`src/rtl/wb_divider_master.sv`:
```
// Wishbone classic initiator for the serial divider: writes operands,
// starts the divider, polls STATUS, reads quotient and remainder back.
module wb_divider_master #(
  parameter int unsigned    WBW       = 32,
  parameter int unsigned    XLEN      = 32,
  parameter logic [WBW-1:0] BASE_ADR  = 32'h3000_0000,
  parameter int unsigned    ACK_TMO   = 16,
  parameter int unsigned    MAX_POLLS = 64
) (
  input  logic             clk_i,
  input  logic             reset_ni,
  input  logic             req_valid_i,
  output logic             req_ready_o,
  input  logic [XLEN-1:0]  dividend_i,
  input  logic [XLEN-1:0]  divisor_i,
  output logic             rsp_valid_o,
  input  logic             rsp_ready_i,
  output logic [XLEN-1:0]  quotient_o,
  output logic [XLEN-1:0]  remainder_o,
  output logic             err_o,
  output logic             wbm_cyc_o,
  output logic             wbm_stb_o,
  output logic             wbm_we_o,
  output logic [WBW/8-1:0] wbm_sel_o,
  output logic [WBW-1:0]   wbm_adr_o,
  output logic [WBW-1:0]   wbm_dat_o,
  input  logic             wbm_ack_i,
  input  logic [WBW-1:0]   wbm_dat_i
);

  localparam int unsigned TW = $clog2(ACK_TMO + 1);
  localparam int unsigned PW = $clog2(MAX_POLLS + 1);

  typedef enum logic [2:0] {
    IDLE, WR_DVD, WR_DVS, WR_GO,
    RD_STAT, RD_QUO, RD_REM, RESP
  } state_t;

  state_t          state;
  logic            gap;
  logic [XLEN-1:0] dvs;
  logic [TW-1:0]   tmo_cnt;
  logic [PW-1:0]   poll_cnt;

  function automatic logic [WBW-1:0] offset(state_t s);
    logic [WBW-1:0] o;
    case (s)
      WR_DVS:  o = WBW'('h04);
      WR_GO:   o = WBW'('h08);
      RD_STAT: o = WBW'('h0C);
      RD_QUO:  o = WBW'('h10);
      RD_REM:  o = WBW'('h14);
      default: o = '0;
    endcase
    return o;
  endfunction

  // gap marks the idle cycle between transactions; the
  // state already names the transaction to issue next.
  always_ff @(posedge clk_i or negedge reset_ni) begin
    if (!reset_ni) begin
      state       <= IDLE;
      gap         <= 1'b0;
      dvs         <= '0;
      tmo_cnt     <= '0;
      poll_cnt    <= '0;
      req_ready_o <= 1'b1;
      rsp_valid_o <= 1'b0;
      quotient_o  <= '0;
      remainder_o <= '0;
      err_o       <= 1'b0;
      wbm_cyc_o   <= 1'b0;
      wbm_stb_o   <= 1'b0;
      wbm_we_o    <= 1'b0;
      wbm_sel_o   <= '0;
      wbm_adr_o   <= '0;
      wbm_dat_o   <= '0;
    end else begin
      unique case (state)
        IDLE: begin
          if (req_valid_i) begin
            dvs         <= divisor_i;
            req_ready_o <= 1'b0;
            quotient_o  <= '0;
            remainder_o <= '0;
            err_o       <= 1'b0;
            poll_cnt    <= '0;
            tmo_cnt     <= '0;
            gap         <= 1'b0;
            state       <= WR_DVD;
            wbm_cyc_o   <= 1'b1;
            wbm_stb_o   <= 1'b1;
            wbm_we_o    <= 1'b1;
            wbm_sel_o   <= '1;
            wbm_adr_o   <= BASE_ADR;
            wbm_dat_o   <= WBW'(dividend_i);
          end
        end
        RESP: begin
          if (gap) begin
            gap         <= 1'b0;
            rsp_valid_o <= 1'b1;
          end else if (rsp_ready_i) begin
            rsp_valid_o <= 1'b0;
            req_ready_o <= 1'b1;
            state       <= IDLE;
          end
        end
        default: begin
          if (gap) begin
            gap       <= 1'b0;
            tmo_cnt   <= '0;
            wbm_cyc_o <= 1'b1;
            wbm_stb_o <= 1'b1;
            wbm_sel_o <= '1;
            wbm_we_o  <= (state == WR_DVS) || (state == WR_GO);
            wbm_adr_o <= BASE_ADR + offset(state);
            wbm_dat_o <= (state == WR_DVS) ? WBW'(dvs)
                                           : WBW'(state == WR_GO);
          end else if (wbm_ack_i) begin
            gap       <= 1'b1;
            wbm_cyc_o <= 1'b0;
            wbm_stb_o <= 1'b0;
            wbm_we_o  <= 1'b0;
            wbm_sel_o <= '0;
            case (state)
              WR_DVD: state <= WR_DVS;
              WR_DVS: state <= WR_GO;
              WR_GO:  state <= RD_STAT;
              RD_STAT: begin
                if (wbm_dat_i[0]) begin
                  state <= RD_QUO;
                end else if (poll_cnt == PW'(MAX_POLLS - 1)) begin
                  err_o <= 1'b1;
                  state <= RESP;
                end else begin
                  poll_cnt <= poll_cnt + PW'(1);
                end
              end
              RD_QUO: begin
                quotient_o <= wbm_dat_i[XLEN-1:0];
                state      <= RD_REM;
              end
              RD_REM: begin
                remainder_o <= wbm_dat_i[XLEN-1:0];
                state       <= RESP;
              end
              default: state <= IDLE;
            endcase
          end else if (tmo_cnt == TW'(ACK_TMO - 1)) begin
            wbm_cyc_o   <= 1'b0;
            wbm_stb_o   <= 1'b0;
            wbm_we_o    <= 1'b0;
            wbm_sel_o   <= '0;
            err_o       <= 1'b1;
            quotient_o  <= '0;
            remainder_o <= '0;
            rsp_valid_o <= 1'b1;
            state       <= RESP;
          end else begin
            tmo_cnt <= tmo_cnt + TW'(1);
          end
        end
      endcase
    end
  end

endmodule

```
`config.mk`:
```
export PLATFORM = sky130hd
export DESIGN_NAME = wb_divider_master
export DESIGN_NICKNAME = d
export VERILOG_FILES = /design/src/rtl/wb_divider_master.sv
export SDC_FILE = /design/constraint.sdc
export NUM_CORES = 1
export LEC_CHECK = 0
export BUFFER_PORTS_ARGS = -buffer_cell sky130_fd_sc_hd__buf_2
export CAP_MARGIN = 25
export CORE_MARGIN = 8
export CORE_UTILIZATION = 46
export CTS_CLUSTER_SIZE = 16
export DETAILED_ROUTE_END_ITERATION = 6
export PLACE_DENSITY = 0.73
export SLEW_MARGIN = 15
export SYNTH_ARGS = -nofsm -noshare
export SYNTH_HDL_FRONTEND = slang
export SYNTH_SLANG_ARGS = --single-unit
```
`constraint.sdc`:
```
create_clock -name clk_i -period 2.04 [get_ports clk_i]
set_input_delay 0.51 -clock clk_i [delete_from_list [all_inputs] [get_ports clk_i]]
set_output_delay 0.51 -clock clk_i [all_outputs]
set_load 0.01 [all_outputs]
```
==> results of run 1 <==
[layout by cell type (no fill, tap or decap), types with 11 or more instances in the layout]
master | netlist | layout
buf_2 | 7 | 210
a221oi_1 | 21 | 16
nand2_1 | 21 | 21
and3_1 | 36 | 35
a21oi_1 | 14 | 11
dfrtp_1 | 152 | 151
buf_4 | 36 | 29
nor2_1 | 72 | 70
o21ai_0 | 13 | 13
mux2_4 | 30 | 30
buf_12 | 0 | 11
a221oi_2 | 10 | 15
clkbuf_16 | 0 | 21
conb_1 | 1 | 27
mux2_2 | 67 | 67
[kinds of logic after synthesis]
group / Yosys count / share of synthesized area
flip-flops: 153 / 0.535
adder cells (fa/ha/maj): 3 / 0.00524
AO/OA/AOI/OAI: 90 / 0.102
buffers and inverters: 87 / 0.0720
other: 1 / 0.000524
AND/OR/NAND/NOR: 162 / 0.109
multiplexers: 102 / 0.175
XOR/XNOR: 1 / 0.00122
[cell type report]
type / count / area share
Clock buffer: 17 / 0.0452
Clock inverter: 14 / 0.0232
Inverter: 8 / 0.00319
Multi-Input combinational cell: 385 / 0.322
Sequential cell: 153 / 0.407
Tap cell: 188 / 0.0250
Timing Repair Buffer: 259 / 0.175
[layer usage]
metal	vias to the layer above	global-route usage	routed length, microns
li1	2524	-	-
met1	2702	0.218	7810
met2	232	0.309	9290
met3	20	0.0874	2120
met4	0	0.0526	210
met5	-	0	0
[worst max-delay path: cells and delay by family, from the launching register on]
kind                     cells  cell delay (ns)
multiplexers                 1             0.31
AND/OR/NAND/NOR              2             0.25
buffers and inverters        2             0.38
adder cells (fa/ha/maj)      2             0.36
AO/OA/AOI/OAI                2             0.20
flip-flops                   1             0.38
[sequential cells by signal, indices dropped and copies added (netlist names)]
signal and count:
dvs 32, quotient_o 32, remainder_o 32, wbm_dat_o 32, poll_cnt 7, tmo_cnt 5
wbm_adr_o 4, state 3, err_o 1, gap 1, req_ready_o 1, rsp_valid_o 1
wbm_sel_o 1, wbm_we_o 1
[metrics by stage]
| stage | instance area (sq um) | utilization | total power, uW | setup WS, ns |
|---|---|---|---|---|
| after floorplan | 7260 | - | 9770 | 0.0635 |
| after global placement | 8540 | 0.562 | 12100 | -0.0134 |
| after detailed placement | 8540 | 0.562 | 12300 | -0.0733 |
| after CTS | 9190 | 0.605 | 15800 | 0.0239 |
| after global routing | 9420 | 0.620 | 17200 | -0.0651 |
| final | 9420 | 0.620 | 16200 | 0.0354 |
[power breakdown]
group          total [uW]  switching [uW]  internal [uW]
sequential           5280             838           4440
clock                3450            1280           2170
combinational        7430            3750           3680
[what timing repair did]
item | CTS | global route
resized for setup | 3 | 22
setup endpoints to repair | 8 | 79
gates cloned | 0 | 5
pin swaps | 0 | 2
hold buffers | 0 | 0
setup buffers | 0 | 1
[how the worst max path moves through the flow]
| stage | startpoint | endpoint | slack, ns | depth (start not counted) |
|---|---|---|---|---|
| finish | tmo_cnt[0] | remainder_o[15] | 0.04 | 9 |
| floorplan | tmo_cnt[0] | remainder_o[0] | 0.06 | 8 |
| global route | tmo_cnt[1] | remainder_o[30] | -0.07 | 9 |
| CTS | tmo_cnt[0] | remainder_o[12] | 0.02 | 9 |
| detailed placement | req_valid_i | wbm_dat_o[1] | -0.07 | 7 |
| global placement | req_valid_i | wbm_dat_o[16] | -0.01 | 7 |
==> results.yml, run 1 <==
status:
  status: "finished clean"
setup_path:
  required_ns: 2.35
  critPathMaxFanout: 15
  crit_path_cell_trace: "ha_2, and3_4, ha_4, nor2_4, o31ai_1, buf_4, o21ai_4, buf_12, mux2_4"
  crit_arrival_ns: 2.31
  r2r_cells: 9
  cp-end-kind: "flop"
  crit_type: "reg -> reg"
  r2r_end: "remainder_o[15]"
  critical-path-max-stage-delay_ns: 0.38
  r2r_slack_ns: 0.04
  timing.rr.start: "tmo_cnt[0]"
  cp_slowest_cell: "dfrtp_1"
  crit_path_start_kind: "flop"
cts:
  cts_tree: "built"
  cts-root-buf: "clkbuf_16"
  cts_buffer_depth: 2
  clk_pin_slew_ns: 0.06
  insertion_delay_ns: 0.42
  htree_levels: 4
  numCtsBuffers: 17
  clock_sinks: 153
floorplan:
  rows: 45
  core_sq_um: 15200
  die_w_microns: 141
  initial_utilization: 0.471
  die_area_sq_um: 19800
  dieHeight_microns: 141
  io_pins: 239
timing:
  worst_pin_slew_ns: 0.511
  setup_violations: 0
  fin_crit_ns: 2.00
  hold_viol: 0
  slew_viol_final: 0
  finClkSkew_ns: 0.00835
  finalCritPeriodShare: 0.983
  maxSlewHeadroom: 0.658
  holdWs_ns: 0.0176
  final.setup.tns_ns: 0
  fmax_mhz: 499
  rsz0062_at_grt: "yes"
placed_design:
  dp_hpwl_microns: 13400
  globalplace.congestion: 0.830
  dp.cells: 987
  port_buffers: 211
global_routing:
  grt_pass1_vias: 5798
  overflow: 0
  antenna_found_initial: 0
  grt_pass1_wl_microns: 29900
  grt_max_degree: 45
  track_usage: 0.188
synth:
  netlist_instances: 599
  syn_avg_cell_area_sq_um: 12.0
  synth_cell_types: 53
  synth_area_leaders: "dfrtp_1 (53%), mux2_2 (11%), mux2_4 (6.3%), buf_4 (3.8%), nor2_1 (3.8%)"
  syn-cell-area_sq_um: 7160
  synth-main-ff-cell: "dfrtp_1"
  synth-edff-count: 0
  async_flop_share: 1.00
  synth-seq-cells: 153
  ys_seq_area_frac: 0.535
  synth_most_common_cell: "dfrtp_1"
  synth_commonest_cells: "dfrtp_1 (152), nor2_1 (72), mux2_2 (67), and3_1 (36), buf_4 (36)"
  yosys.area.top_type: "dfrtp_1"
  yosysWarnings: 0
  synth_top_area_frac: 0.531
layout:
  n_fill_cell: 1189
  stdcell_count: 1024
  finalNetCount: 928
  area_delta_synth_final_pct: 31.6
  diodes: 0
  multi_input_area_sq_um: 3030
  drive_gt1_frac: 0.505
  seqCellArea_sq_um: 3830
power:
  ir_drop_v: 0.000972
  leakagePower_uw: 0.00483
  p_per_area_nw_per_um2: 1720
hold_path:
  holdCritPathClass: "in -> async"
drt:
  avgRoutedWirePerCell_microns: 19.0
  first_pass_iters: 4
  final_antenna_net_count: 0
  vias: 5478
  avgViaCountPerCell: 5.35
  drtIter0Drc: 144
  drc: 0
  routed_wl_microns: 19400
flow_run:
  max_cap_viol_count: 0
Note: power is estimated with default switching activity, not from simulation.
==> inputs of run 2 (changes only) <==
--- a/config.mk
+++ b/config.mk
@@ -12,4 +12,5 @@
 export CTS_CLUSTER_SIZE = 16
 export DETAILED_ROUTE_END_ITERATION = 6
+export HOLD_SLACK_MARGIN = 0.1
 export PLACE_DENSITY = 0.73
 export SLEW_MARGIN = 15
==> constraint.sdc (replaced) <==
create_clock -name clk_i -period 2.04 [get_ports clk_i]
set_input_delay 0.102 -clock clk_i [delete_from_list [all_inputs] [get_ports clk_i]]
set_output_delay 0.102 -clock clk_i [all_outputs]
set_load 0.01 [all_outputs]
==> run 2 against run 1 <==
Net effect: largest power group unchanged; the run now ends with negative setup slack left; via count up 9.4%; flip-flop and latch count did not move; first-iteration DRC count is 100% higher; maximum frequency down 2.8%; highest routed layer unchanged; worst hold slack better by 0.10 ns; register-to-register slack lost 0.06 ns; clock-buffer cell count up 2; core utilization rose by 6.2 points; non-clock buffer count increased by 93; total power is 0.73% higher.
==> results.yml, run 2 (same netlist as run 1, synthesis figures left out) <==
setup_path:
  critPathMaxFanout: 9
  cp-end-kind: "flop"
  timing.rr.start: "state[1]"
  crit_type: "reg -> reg"
  r2r_slack_ns: -0.02
  crit_path_start: "state[1]"
  required_ns: 2.34
  r2r_end: "quotient_o[22]"
  crit_arrival_ns: 2.37
  cp-endpoint: "quotient_o[22]"
  r2r_cells: 6
  crit_path_start_kind: "flop"
timing:
  finalCritPeriodShare: 1.01
  maxSlewHeadroom: 0.661
  holdWs_ns: 0.118
  final.setup.tns_ns: -0.0225
  setup_violations: 1
  slew_viol_final: 0
  hold_viol: 0
  worst_pin_slew_ns: 0.509
  rsz0062_at_grt: "yes"
  fin_crit_ns: 2.06
  fmax_mhz: 485
  fin_ws_ns: -0.0225
  finClkSkew_ns: 0.0115
status:
  violations: "negative setup slack"
  status: "finished, violations left"
global_routing:
  track_usage: 0.215
  grt_pass1_wl_microns: 34500
  grt_max_degree: 53
  antenna_found_initial: 0
  overflow: 0
  grt_pass1_vias: 6280
cts:
  clock_sinks: 153
  insertion_delay_ns: 0.43
  cts-root-buf: "clkbuf_16"
  cts_tree: "built"
  numCtsBuffers: 17
  clk_pin_slew_ns: 0.07
  cts_buffer_depth: 2
  htree_levels: 4
floorplan:
  die_area_sq_um: 19800
  io_pins: 239
  rows: 45
  dieHeight_microns: 141
  die_w_microns: 141
  initial_utilization: 0.471
  core_sq_um: 15200
drt:
  drc: 0
  avgRoutedWirePerCell_microns: 19.8
  first_pass_iters: 4
  avgViaCountPerCell: 5.36
  drtIter0Drc: 295
  final_antenna_net_count: 0
  vias: 5994
  routed_wl_microns: 22100
power:
  seqPwrFrac: 0.327
  finalPower_uw: 16300
  p_sw_uw: 6290
  swShare: 0.387
  clkPwrFrac: 0.186
  ir_drop_v: 0.000837
  leakagePower_uw: 0.00522
  p_int_uw: 9980
  p_comb_frac: 0.487
  p_per_area_nw_per_um2: 1570
layout:
  finalNetCount: 1021
  drive_gt1_frac: 0.458
  n_fill_cell: 993
  layout_common_cells: "buf_2 (210), dfrtp_1 (152), dlygate4sd3_1 (96)"
  area_delta_synth_final_pct: 44.7
  final_common_cell: "buf_2"
  stdcell_count: 1118
  post-route-util: 0.682
  diodes: 0
placed_design:
  dp_hpwl_microns: 13000
  port_buffers: 211
  globalplace.congestion: 0.861
  dp.cells: 984
hold_path:
  hold_start: "wbm_dat_i[2]"
  min_delay_path_depth: 3
  holdCritPathClass: "in -> reg"
flow_run:
  max_cap_viol_count: 0
run 2: routing by layer:
| metal | track usage | up-vias | share of wire |
|---|---|---|---|
| li1 | - | 2724 | - |
| met1 | 0.254 | 2956 | 0.40 |
| met2 | 0.353 | 296 | 0.49 |
| met3 | 0.0891 | 18 | 0.11 |
| met4 | 0.0639 | 0 | 0.0089 |
| met5 | 0 | - | 0 |
run 2: critical path, cell delays in order, from the launching register on:
cell and delay [ns]:
dfrtp_1 0.40, buf_4 0.18, or2_2 0.33, a21oi_4 0.16, o221a_4 0.33, buf_16 0.17, mux2_2 0.37
run 2: final cells by class:
| cell class | count | area, sq um | share of cell area |
|---|---|---|---|
| inverter | 8 | 30.0 | 0.00290 |
| clock buffer | 19 | 453 | 0.0437 |
| sequential | 153 | 3830 | 0.370 |
| tap | 188 | 235 | 0.0227 |
| multi-input combinational | 385 | 3120 | 0.301 |
| timing repair buffer | 352 | 2580 | 0.249 |
| clock inverter | 13 | 110 | 0.0106 |
run 2: power by group through the flow:
stage	clock (uW)	sequential, uW	combinational, uW
floorplan	0	5570	4210
global placement	0	5210	6810
detailed placement	0	5260	6950
CTS	3070	5220	7420
global route	3210	5470	8510
finish	3030	5330	7920
run 2: timing repair:
item,in CTS,in global routing
setup buffers,0,1
hold buffers,96,0
hold endpoints to repair,235,0
setup endpoints to repair,53,73
resized for setup,20,23
pin swaps,3,1
gates cloned,3,3
run 2: worst min-delay path by stage:
stage	end	slack (ns)
after floorplan	dvs[0]	-0.19
after global placement	quotient_o[24]	0.1
after detailed placement	quotient_o[24]	0.1
after CTS	remainder_o[29]	0.10
after global routing	quotient_o[24]	0.10
final	remainder_o[2]	0.12
run 2: through the flow:
step	cell area [sq um]	worst slack, ns
after global placement	8490	0.0245
after global routing	10400	-0.0589
after floorplan	7260	0.0635
after CTS	10200	0.00271
final	10400	-0.0225
after detailed placement	8490	-0.0276
